## src/rtl/twiddle_mult_stage_if.sv

```systemverilog
// twiddle_mult_stage_if: streamed complex sample bus into and out of the twiddle multiplier stage
interface twiddle_mult_stage_if #(
  parameter int DATA_W = 12,
  parameter int IDX_W = 4
);
  logic in_valid;
  logic frame_start;
  logic signed [DATA_W-1:0] in_real;
  logic signed [DATA_W-1:0] in_imag;
  logic out_valid;
  logic signed [DATA_W:0] out_real;
  logic signed [DATA_W:0] out_imag;
  logic [IDX_W-1:0] out_index;
  modport master (
    output in_valid, frame_start, in_real, in_imag,
    input out_valid, out_real, out_imag, out_index
  );
  modport slave (
    input in_valid, frame_start, in_real, in_imag,
    output out_valid, out_real, out_imag, out_index
  );
endinterface

```

## src/rtl/twiddle_mult_stage.sv

```systemverilog
// twiddle_mult_stage: 3-stage complex twiddle multiplier for a radix-2 SDF FFT stage; define TWMUL_ROUND_EN for round-half-up
module twiddle_mult_stage #(
  parameter int DATA_W = 12,
  parameter int TW_W = 12,
  parameter int N_POINT = 16
) (
  input logic clk,
  input logic rst,
  twiddle_mult_stage_if.slave bus
);
  localparam int IDX_W = $clog2(N_POINT);
  localparam int HALF = N_POINT / 2;
  localparam int P_W = DATA_W + TW_W;
  localparam real PI = 3.14159265358979323846;
  localparam real ONE = real'(1 << (TW_W - 2));
  localparam logic signed [TW_W-1:0] W_ONE = TW_W'(1 << (TW_W - 2));
`ifdef TWMUL_ROUND_EN
  localparam int S_W = P_W + 2;
`else
  localparam int S_W = P_W + 1;
`endif
  logic signed [TW_W-1:0] rom_c [HALF];
  logic signed [TW_W-1:0] rom_d [HALF];
  for (genvar g = 0; g < HALF; g++) begin : g_rom
    localparam real ANG = 2.0 * PI * real'(g) / real'(N_POINT);
    localparam real C = ONE * $cos(ANG);
    localparam real S = ONE * $sin(ANG);
    localparam int CI = C >= 0.0 ? $rtoi(C + 0.5) : -$rtoi(0.5 - C);
    localparam int SI = S >= 0.0 ? $rtoi(S + 0.5) : -$rtoi(0.5 - S);
    assign rom_c[g] = TW_W'(CI);
    assign rom_d[g] = TW_W'(-SI);
  end
  logic [IDX_W-1:0] cnt, idx, i1, i2;
  logic v1, v2;
  logic signed [DATA_W-1:0] a1, b1;
  logic signed [TW_W-1:0] c1, d1;
  logic signed [P_W-1:0] ac, bd, ad, bc;
  logic signed [S_W-1:0] re_s, im_s;
  logic unused_bits;
  assign idx = bus.frame_start ? '0 : cnt;
`ifdef TWMUL_ROUND_EN
  localparam logic signed [S_W-1:0] BIAS = S_W'(1) <<< (TW_W - 3);
  assign re_s = S_W'(ac) - S_W'(bd) + BIAS;
  assign im_s = S_W'(ad) + S_W'(bc) + BIAS;
`else
  assign re_s = S_W'(ac) - S_W'(bd);
  assign im_s = S_W'(ad) + S_W'(bc);
`endif
  assign unused_bits = ^{re_s[S_W-1:P_W-1], re_s[TW_W-3:0], im_s[S_W-1:P_W-1], im_s[TW_W-3:0]};
  always_ff @(posedge clk) begin
    if (rst) begin
      cnt <= '0;
      v1 <= 1'b0;
      v2 <= 1'b0;
      bus.out_valid <= 1'b0;
      bus.out_real <= '0;
      bus.out_imag <= '0;
      bus.out_index <= '0;
    end else begin
      cnt <= bus.in_valid ? idx + 1'b1 : bus.frame_start ? '0 : cnt;
      v1 <= bus.in_valid;
      v2 <= v1;
      bus.out_valid <= v2;
      bus.out_real <= re_s[P_W-2:TW_W-2];
      bus.out_imag <= im_s[P_W-2:TW_W-2];
      bus.out_index <= i2;
    end
  end
  always_ff @(posedge clk) begin
    a1 <= bus.in_real;
    b1 <= bus.in_imag;
    i1 <= idx;
    c1 <= idx[IDX_W-1] ? rom_c[idx[IDX_W-2:0]] : W_ONE;
    d1 <= idx[IDX_W-1] ? rom_d[idx[IDX_W-2:0]] : '0;
    ac <= P_W'(a1) * P_W'(c1);
    bd <= P_W'(b1) * P_W'(d1);
    ad <= P_W'(a1) * P_W'(d1);
    bc <= P_W'(b1) * P_W'(c1);
    i2 <= i1;
  end
endmodule

```

## src/flat_wrapper.sv

```systemverilog
// flat-port wrapper written by rule: the top's interface ports become plain ports
module twiddle_mult_stage_flat 
#(
  parameter int DATA_W = 12,
  parameter int TW_W = 12,
  parameter int N_POINT = 16
)
  (clk, rst, bus_in_valid, bus_frame_start, bus_in_real, bus_in_imag, bus_out_valid, bus_out_real, bus_out_imag, bus_out_index);
  twiddle_mult_stage_if #(.DATA_W(DATA_W), .IDX_W((4))) bus_i ();
  input logic clk;
  input logic rst;
  input wire logic [$bits(bus_i.in_valid)-1:0] bus_in_valid;
  input wire logic [$bits(bus_i.frame_start)-1:0] bus_frame_start;
  input wire logic [$bits(bus_i.in_real)-1:0] bus_in_real;
  input wire logic [$bits(bus_i.in_imag)-1:0] bus_in_imag;
  output wire logic [$bits(bus_i.out_valid)-1:0] bus_out_valid;
  output wire logic [$bits(bus_i.out_real)-1:0] bus_out_real;
  output wire logic [$bits(bus_i.out_imag)-1:0] bus_out_imag;
  output wire logic [$bits(bus_i.out_index)-1:0] bus_out_index;
  assign bus_i.in_valid = bus_in_valid;
  assign bus_i.frame_start = bus_frame_start;
  assign bus_i.in_real = bus_in_real;
  assign bus_i.in_imag = bus_in_imag;
  assign bus_out_valid = bus_i.out_valid;
  assign bus_out_real = bus_i.out_real;
  assign bus_out_imag = bus_i.out_imag;
  assign bus_out_index = bus_i.out_index;
  twiddle_mult_stage #(.DATA_W(DATA_W), .TW_W(TW_W), .N_POINT(N_POINT)) u_core (.clk(clk), .rst(rst), .bus(bus_i));
endmodule
```

## config.mk

```make
export PLATFORM = sky130hd
export DESIGN_NAME = twiddle_mult_stage_flat
export DESIGN_NICKNAME = d
export VERILOG_FILES = /design/src/rtl/twiddle_mult_stage_if.sv /design/src/rtl/twiddle_mult_stage.sv /design/src/flat_wrapper.sv
export SDC_FILE = /design/constraint.sdc
export NUM_CORES = 2
export LEC_CHECK = 0
export CORE_MARGIN = 1.5
export CORE_UTILIZATION = 59
export DETAILED_ROUTE_END_ITERATION = 8
export PLACE_DENSITY = 0.82
export SLEW_MARGIN = 20
export SYNTH_ARGS = -nofsm -noshare
export SYNTH_HDL_FRONTEND = slang
export SYNTH_SLANG_ARGS = --single-unit
```

## constraint.sdc

```tcl
create_clock -name clk -period 5.7 [get_ports clk]
set_input_delay 1.14 -clock clk [delete_from_list [all_inputs] [get_ports clk]]
set_output_delay 1.14 -clock clk [all_outputs]
set_load 0.02 [all_outputs]
```

==> metrics.cfg <==
[synth]
synth-compound-area-share_pct=5.23
synth_flop_cell=dfxtp_1
synthAdderAreaFrac_pct=51.9
ys_seq_elements=174
synth_area_mm2=0.0251
synth_warnings=0
synth-async-reset-ratio_pct=0
synth_top_family_by_area=adder cells
yosys.area_share.simple_pct=13.5
synth.yosys.seq_area_share_pct=13.9
synth_nets=3449
synth_cell_type_count=56
syn_inst=2656
synth_edf_count=0
synthXorXnorAreaFrac_pct=4.33
muxShareOfSynthArea_pct=0.180
avgSynthCellArea_um2=9.44

[global_routing]
grt_pass1_wl_um=94500
overflow=0
grt_usage_pct=27.9
grt_pass1_vias=19400
grt_max_degree=43
grt_antenna_before_repair=1

[clock_tree]
clock_sinks=174
path_clk_slew_ns=0.07
hold_buffers=0
root_buffer=clkbuf_16
clk_latency_ns=0.49
clock_path_buffers=2
cts_tree=yes
numCtsBuffers=17
htree_levels=4

[routing]
vias=17600
remaining_drc_errors=0
detail_route.vias_per_cell=5.37
drt_iter0_drc=1085
ant_nets=0
dr.pass1.iters=5
wl_per_cell_um=17.2
wl_um=56200

[timing]
hold_viol_final=0
worst_slack_ns=0.163
skew_ns=0.00932
worst_pin_slew_ns=0.924
max_slew_margin_pct=38.4
fin_crit_sh_pct=97.1
finalSetupViolCount=0
drv_slew=0
min_period_ns=5.54
fmax_ghz=0.181

[die]
start_util_pct=59.8
dieArea_mm2=0.0437
die_x_um=209
num_rows=75
fp.coreArea_mm2=0.0419
die_h_um=209
num_io_pins=59

[finish]
drive_gt1_share_pct=4.82
fillers=3299
seq_area_mm2=0.00351
n_antenna_cell=0
multiInputGateArea_mm2=0.0189
final_cell_count_no_fill=3277
synthToLayoutAreaGrowth_pct=8.22
layout.nets=3518

[place]
place_congestion=0.929
post-place-ws_ns=0.0534
port_buffers=58
dpl.hpwl_um=46900
dp_cells=3245

[critical_path]
required_ns=6.08
end_kind=flip-flop
cp_max_fo=10
worstSetupPathType=flip-flop to flip-flop
crit_path_start_kind=flip-flop
cp.arrival_ns=5.92

[hold_path]
hold_path_class=flip-flop to flip-flop

[pwr]
power.density_mw_per_mm2=101
total_leakage_power_nw=14.2
peakVddDrop_mv=0.240

[run]
maxCapViolations=0

[run_status]
status=finished clean

[critical path, stage by stage (launching register included)]
cell and delay [ns]:
dfxtp_2 0.55, buf_4 0.27, and2_1 0.17, ha_1 0.24, ha_1 0.31, fa_1 0.52
inv_1 0.06, fa_1 0.48, fa_1 0.49, inv_1 0.04, ha_1 0.32, inv_1 0.07
o21ai_0 0.41, a2111oi_1 0.20, buf_4 0.19, o311a_1 0.36, o21a_1 0.21, o31ai_1 0.27
a21oi_1 0.12, xnor2_1 0.14
[report_power, final]
| part | internal (mW) | switching, mW |
|---|---|---|
| combinational | 0.119 | 0.139 |
| clock | 0.591 | 0.600 |
| sequential | 1.25 | 0.0432 |
[logic make-up after synthesis]
kind of cell,Yosys count
muxes,4
DFF,174
buffers and inverters,731
adders and majority gates,765
and+or+nand+nor,655
xor gates and xnor gates,124
AOI/OAI and AO/OA,203
[layer usage]
layer  track usage, %  wire length, µm  part of all wire, %  vias to the layer above
li1                 -                -                    -                     8090
met3             4.78             3530                  6.3                      157
met4             13.9             2540                  4.5                        2
met5                0               16                0.028                        -
met1             34.4            22400                   40                     8795
met2             47.4            27700                   49                      553
[synth_stat cells, drive strengths merged, types with 4 or more instances]
cell,number,area (µm²)
a211oi,12,90.1
a21boi,4,30.0
a21o,23,174
a21oi,65,329
a31o,5,43.8
a31oi,10,68.8
a41oi,4,35.0
and2,267,1670
clkbuf,67,251
dfxtp,174,3480
fa,458,9170
ha,307,3840
inv,662,2480
nand2,171,642
nand2b,28,175
nand3,14,70.1
nand4,6,37.5
nor2,106,398
nor2b,17,106
nor3,19,95.1
o211ai,8,65.1
o21a,12,90.1
o21ai,37,185
o21bai,4,30.0
o31ai,4,30.0
or2,6,37.5
xnor2,95,832
xor2,29,254
[metrics by stage]
step | total power, mW | TNS [ns] | cell area, µm² | util, % | hold WS (ns)
6_report | 2.74 | 0 | 27100 | 64.7 | 0.336
3_3_place_gp | 1.57 | 0 | 26500 | 63.2 | 0.316
2_1_floorplan | 1.46 | 0 | 25100 | - | 0.310
5_1_grt | 2.84 | -0.0140 | 27100 | 64.7 | 0.349
3_5_place_dp | 1.58 | 0 | 26500 | 63.2 | 0.317
4_1_cts | 2.77 | 0 | 27100 | 64.6 | 0.336
[registers in the layout, summed over array words and instances (netlist names), 8 cells and up]
register and flops:
u_core.c1 9, u_core.ad 22, u_core.bus.out_real 13, u_core.bd 22, u_core.b1 12, u_core.ac 22
u_core.a1 12, u_core.d1 8, u_core.bus.out_imag 13, u_core.bc 22
[placed cells by master, fill, tap and decap left out, types with 19 or more instances in the layout]
master,synthesis,layout
inv_1,662,662
fa_1,458,458
ha_1,307,307
and2_1,267,267
nand2_1,171,171
dfxtp_1,174,157
nor2_1,106,106
xnor2_1,95,95
a21oi_1,64,64
buf_4,0,61
clkdlybuf4s50_1,0,57
o21ai_0,37,37
xor2_1,29,29
nand2b_1,28,28
a21o_1,22,22
nor3_1,19,19
[cell type report]
type	count	share of cell area, %
Inverter	662	9.16
Clock inverter	14	0.526
Timing Repair Buffer	119	3.81
Sequential cell	174	12.9
Multi-Input combinational cell	1751	69.5
Clock buffer	18	1.62
Tap cell	539	2.49
[what timing repair did]
| item | CTS | global route |
|---|---|---|
| buffers inserted | 0 | 0 |
| gates resized for setup | 0 | 20 |
| setup endpoints to repair | 0 | 12 |
[path summary, 6_finish.rpt]
kind	startpoint	endpoint	slack [ns]	cells after the start
max	u_core.d1[1]	u_core.bd[22]	0.16	19
min	u_core.i1[2]	u_core.i2[2]	0.34	0
max reg2reg	u_core.d1[1]	u_core.bd[22]	0.16	19
min reg2reg	u_core.i1[2]	u_core.i2[2]	0.34	0
Power figures use the tool's default switching activity.
